File: src/rtl/rr_tree_pkg.sv
// Shared helpers for the pipelined round-robin tree arbiter: configuration
// legality check and a width-agnostic rotate-and-pick-first search.
package rr_tree_pkg;

    localparam int RR_MAX_W   = 64;
    localparam int RR_SEL_W   = $clog2(RR_MAX_W);

    // Legal when requesters split evenly into at least two groups that fit the search width.
    function automatic bit cfg_ok(input int n_req, input int group);
        if (group < 1 || group > RR_MAX_W) return 1'b0;
        if (n_req % group != 0) return 1'b0;
        if (n_req / group < 2) return 1'b0;
        return n_req <= RR_MAX_W;
    endfunction

    // First set bit of vec[n-1:0] at or after start, wrapping mod n.
    // Returns n when no bit is set. Iterating from the far end lets the
    // nearest hit overwrite any farther one without a found flag.
    function automatic int rr_pick(input logic [RR_MAX_W-1:0] vec, input int n, input int start);
        int pick;
        int idx;
        pick = n;
        for (int k = RR_MAX_W - 1; k >= 0; k--) begin
            idx = start + k;
            if (idx >= n) idx = idx - n;
            if (k < n && vec[idx[RR_SEL_W-1:0]]) pick = idx;
        end
        return pick;
    endfunction

endpackage

File: src/rtl/rr_tree_arb_pipe_group.sv
// Leaf stage of the tree arbiter: holds one candidate per group, revalidates
// it against the live request bits, and reloads it round-robin.
module rr_group_cand
    import rr_tree_pkg::*;
#(
    parameter int GROUP = 4,
    localparam int LW   = (GROUP > 1) ? $clog2(GROUP) : 1
) (
    input  logic             clk,
    input  logic             rst_n,
    input  logic [GROUP-1:0] req,
    input  logic             win,
    output logic             elig,
    output logic [LW-1:0]    cand_idx
);

    logic                cand_vld;
    logic [LW-1:0]       ptr;
    logic                cand_req;
    logic                ld;
    logic [LW-1:0]       next_ptr;
    logic [LW-1:0]       start;
    logic [RR_MAX_W-1:0] req_ext;
    int                  pick;
    logic                found;
    logic [LW-1:0]       pick_idx;

    // Candidate check, reload condition and round-robin search from the pointer.
    always_comb begin
        cand_req = req[cand_idx];
        elig     = cand_vld & cand_req;
        ld       = !cand_vld | win | !cand_req;
        next_ptr = (cand_idx == LW'(GROUP - 1)) ? '0 : cand_idx + LW'(1);
        start    = win ? next_ptr : ptr;
        req_ext  = '0;
        req_ext[GROUP-1:0] = req;
        pick     = rr_pick(req_ext, GROUP, int'(start));
        found    = (pick < GROUP);
        pick_idx = pick[LW-1:0];
    end

    // Candidate reloads when stale or consumed; pointer moves only on a win.
    always_ff @(posedge clk) begin
        if (!rst_n) begin
            cand_vld <= 1'b0;
            cand_idx <= '0;
            ptr      <= '0;
        end else begin
            if (ld) begin
                cand_vld <= found;
                cand_idx <= found ? pick_idx : '0;
            end
            if (win) ptr <= next_ptr;
        end
    end

endmodule

File: src/rtl/rr_tree_arb_pipe.sv
// Two-level pipelined round-robin arbiter: per-group candidates feed a
// top-level round-robin over groups, with a registered one-hot grant.
module rr_tree_arb_pipe
    import rr_tree_pkg::*;
#(
    parameter int N_REQ    = 8,
    parameter int GROUP    = 4,
    localparam int N_GROUP = N_REQ / GROUP,
    localparam int IDX_W   = $clog2(N_REQ)
) (
    input  logic             clk,
    input  logic             rst_n,
    input  logic [N_REQ-1:0] req,
    output logic [N_REQ-1:0] gnt,
    output logic [IDX_W-1:0] gnt_idx,
    output logic             gnt_vld
);

    localparam int LW = (GROUP > 1) ? $clog2(GROUP) : 1;
    localparam int GW = $clog2(N_GROUP);

    if (!cfg_ok(N_REQ, GROUP)) begin : g_bad_cfg
        $error("rr_tree_arb_pipe: N_REQ must be a multiple of GROUP with at least two groups");
    end

    logic [N_GROUP-1:0]  elig;
    logic [N_GROUP-1:0]  win;
    logic [LW-1:0]       cand_idx [N_GROUP];
    logic [GW-1:0]       top_ptr;
    logic [RR_MAX_W-1:0] elig_ext;
    int                  wpick;
    logic                any;
    logic [GW-1:0]       w;
    logic [GW-1:0]       top_next;
    logic [IDX_W-1:0]    gidx;
    logic [N_REQ-1:0]    gnt_nxt;

    for (genvar g = 0; g < N_GROUP; g++) begin : g_grp
        rr_group_cand #(.GROUP(GROUP)) u_grp (
            .clk      (clk),
            .rst_n    (rst_n),
            .req      (req[g*GROUP +: GROUP]),
            .win      (win[g]),
            .elig     (elig[g]),
            .cand_idx (cand_idx[g])
        );
    end

    // Top-level round-robin over eligible groups and grant encode.
    always_comb begin
        elig_ext = '0;
        elig_ext[N_GROUP-1:0] = elig;
        wpick    = rr_pick(elig_ext, N_GROUP, int'(top_ptr));
        any      = (wpick < N_GROUP);
        w        = wpick[GW-1:0];
        top_next = (w == GW'(N_GROUP - 1)) ? '0 : w + GW'(1);
        win      = '0;
        gnt_nxt  = '0;
        gidx     = '0;
        if (any) begin
            win[w]        = 1'b1;
            gidx          = IDX_W'(w) * IDX_W'(GROUP) + IDX_W'(cand_idx[w]);
            gnt_nxt[gidx] = 1'b1;
        end
    end

    // Output register and top pointer; pointer holds when nothing is granted.
    always_ff @(posedge clk) begin
        if (!rst_n) begin
            gnt     <= '0;
            gnt_idx <= '0;
            gnt_vld <= 1'b0;
            top_ptr <= '0;
        end else begin
            gnt     <= gnt_nxt;
            gnt_idx <= gidx;
            gnt_vld <= any;
            if (any) top_ptr <= top_next;
        end
    end

endmodule

File: config.mk
export PLATFORM = sky130hd
export DESIGN_NAME = rr_tree_arb_pipe
export DESIGN_NICKNAME = d
export VERILOG_FILES = /design/src/rtl/rr_tree_pkg.sv /design/src/rtl/rr_tree_arb_pipe_group.sv /design/src/rtl/rr_tree_arb_pipe.sv
export SDC_FILE = /design/constraint.sdc
export NUM_CORES = 1
export LEC_CHECK = 0
export CORE_MARGIN = 4
export CORE_UTILIZATION = 30
export CTS_CLUSTER_DIAMETER = 200
export CTS_CLUSTER_SIZE = 14
export DETAILED_ROUTE_END_ITERATION = 12
export DONT_BUFFER_PORTS = 1
export PLACE_DENSITY = 0.43
export SLEW_MARGIN = 5
export SYNTH_ARGS = -nofsm -noshare
export SYNTH_HDL_FRONTEND = slang
export SYNTH_SLANG_ARGS = --single-unit
export TNS_END_PERCENT = 10
File: constraint.sdc
create_clock -name clk -period 4.3 [get_ports clk]
set_clock_uncertainty 0.2 [all_clocks]
set_input_delay 1.29 -clock clk [delete_from_list [all_inputs] [get_ports clk]]
set_output_delay 1.29 -clock clk [all_outputs]
set_load 0.01 [all_outputs]
==> impl_metrics.ini <==
[floorplanning]
dieHeight_um = 81.2
die-area_um2 = 6590
io_pins = 22
dieWidth_um = 81.2
core_um2 = 5140
initial_core_util_pct = 31.2
row_count = 26

[synthesis]
yosysSeqAreaShare_pct = 28.7
netlist_area_um2 = 1610
synth_warnings = 0
synth_edf_count = 0
async_reset_ff_share_pct = 0
synth_top_area_share_pct = 28.7
ys_types = 53
yosysTopAreaCell = dfxtp_1
syn_inst = 193
syn-num-nets = 209
synth.area.top_cells = dfxtp_1 (29%), nand2_1 (8.0%), mux2_2 (5.6%)
ys_ff_latch = 23
avgSynthCellArea_um2 = 8.32
ys.flop_type = dfxtp_1

[clock_network]
worstSkewPairLatency_ns = 0.26
post_cts_resize_count = 0
path_clk_slew_ns = 0.08
cts_buffers = 3
cts_tree = built
clock-root-buffer = clkbuf_8
numClockSinks = 23
cts_setup_buffers = 0
htreeDepth = 1
hold_buffers = 0
cts_buffer_depth = 2

[grt]
grtUsageMet3_pct = 2.77
grtUsageTotal_pct = 12.4
grt_max_degree = 15
grt_antenna_before_repair = 0
grt_util_met2_pct = 20.3
grt_pass1_wl_um = 6400
grtUsageMet1_pct = 16.8
grt.busiest_layer = met2
gr-total-overflow = 0
grt_pass1_vias = 1294

[timing]
rsz0062_at_grt = false
drv_slew = 0
tightestPinTransition_ns = 0.441
finalHoldViolations = 0
final.setup.tns_ns = 0
slew-limit-headroom_pct = 70.4
min_period_ns = 3.80
fmaxAchievable_ghz = 0.263
worst_slack_ns = 0.500
min_period_over_period_pct = 88.4
finalSetupViolations = 0

[power]
pwr_density_cell_nw_per_um2 = 698
power.switching_uw = 555
p_comb_share_pct = 62.5
seqPwrFrac_pct = 26.9
intPower_uw = 672
vdd.ir_drop.worst_mv = 0.304
switching_share_pct = 45.3
leakagePower_nw = 0.721
pwr-share-clk_pct = 10.7

[placed_design]
gp_congestion = 0.872
place_area_um2 = 1710
place_ws_ns = 0.264
dp_hpwl_um = 3080
port_buffers = 0

[routing]
vias_per_cell = 5.50
firstDrtPassIters = 4
wl_per_cell_um = 14.6
drt_iter0_markers = 107
ant_nets = 0
routed_wirelength_um = 3900
drcViolationCount = 0
vias = 1475

[worst_setup_path]
crit_path_max_incr_delay_ns = 0.34
end_kind = flip-flop
critPathLaunchType = input port
required_ns = 4.27
rr_worst_depth = 12
cp.arrival_ns = 3.77
cpMaxStageDelayCell = ha_1
worstReg2RegEnd = g_grp[0].u_grp.cand_idx[0]
crit_path_cell_trace = mux2i_1, o22ai_2, a21oi_4, mux2i_4, buf_4, inv_1, ha_1, nand2_1, a21oi_1, o31ai_1, nor4_1, a311oi_1
rrSetupSlack_ns = 0.89
crit_fanout = 10
crit_type = in2reg
r2r_start = g_grp[1].u_grp.cand_idx[1]

[cells_and_area]
final_cell_area_um2 = 1760
final_cell_mix = nand2_1 (34), dfxtp_1 (23), nor2_1 (12), a21oi_1 (12)
drive_above_1_share_pct = 14.6
fin_nets = 215
mostFrequentLayoutCell = nand2_1
antenna_cells = 0
fill_cells = 577
syn_to_final_growth_pct = 9.51

[hold_path]
holdCritPathClass = reg2reg
hold_end = top_ptr
min-delay-start = top_ptr
min_path_cells = 2

[run_status]
status = finished clean

[job]
drv_cap = 0
## logic make-up (layout without fill, tap and decap cells)
group,after synthesis,after routing,share of synthesized area [%]
muxes,16,16,12.2
AOI/OAI and AO/OA,51,51,24.8
buffers and inverters,13,18,3.97
DFF,23,23,28.7
adders and majority gates,6,6,4.68
and+or+nand+nor,84,84,25.7
## per-stage QoR
step / hold slack (ns) / cells / utilization (%) / power (mW)
6_report: 0.345 / 268 / 34.2 / 1.23
5_1_grt: 0.377 / 268 / 34.2 / 1.33
4_1_cts: 0.352 / 268 / 34.2 / 1.23
3_5_place_dp: 0.339 / 264 / 33.3 / 1.09
3_3_place_gp: 0.331 / 264 / 33.3 / 1.10
2_1_floorplan: 0.298 / 193 / - / 0.920
## layer usage
layer / routed length [um] / up-vias
li1: - / 719
met1: 1850 / 717
met2: 1820 / 37
met3: 219 / 2
met4: 18 / 0
met5: 0 / -
## critical path, delay by kind of cell
family / cells / cell delay, ns
AND/OR/NAND/NOR: 2 / 0.18
multiplexers: 2 / 0.52
AO/OA/AOI/OAI: 5 / 1.15
adder cells (fa/ha/maj): 1 / 0.34
buffers and inverters: 2 / 0.28
## cell usage after synthesis, drive strengths merged (5+ instances only)
master,number
dfxtp,23
mux2,8
nor2b,5
nand2b,5
o21ai,5
nand2,34
inv,6
ha,6
nor4,6
mux2i,7
a21oi,13
nor2,12
## flip-flops by register name, summed over array words and instances (netlist names)
name,count
g_grp.u_grp.cand_idx,4
gnt_idx,3
gnt_vld,1
g_grp.u_grp.cand_vld,2
g_grp.u_grp.ptr,4
gnt,8
top_ptr,1
## power by group through the flow
stage | Combinational, mW | Clock, mW | Sequential (mW)
2_1_floorplan | 0.621 | 0 | 0.299
6_report | 0.766 | 0.131 | 0.330
5_1_grt | 0.846 | 0.147 | 0.340
4_1_cts | 0.761 | 0.139 | 0.331
3_3_place_gp | 0.762 | 0 | 0.335
3_5_place_dp | 0.756 | 0 | 0.336
## worst max-delay path by stage
stage               slack, ns  cells after the start                    endpoint  startpoint
finish                   0.50                     12  g_grp[0].u_grp.cand_idx[0]      req[7]
global route             0.23                     13  g_grp[1].u_grp.cand_idx[0]      req[7]
CTS                      0.53                     13  g_grp[1].u_grp.cand_idx[0]      req[7]
detailed placement       0.26                     13  g_grp[1].u_grp.cand_idx[0]      req[7]
global placement         0.28                     12  g_grp[0].u_grp.cand_idx[0]      req[7]
floorplan                0.35                     12  g_grp[1].u_grp.cand_idx[0]      req[2]
## cell type report
type / count / area (um2) / area share, %
multi-input combinational: 157 / 1080 / 61.5
sequential: 23 / 460 / 26.2
inverter: 6 / 22.5 / 1.28
timing repair buffer: 8 / 60.1 / 3.42
clock buffer: 3 / 41.3 / 2.35
tap: 70 / 87.6 / 4.98
clock inverter: 1 / 5.00 / 0.285
(Power assumes the default switching activity.)
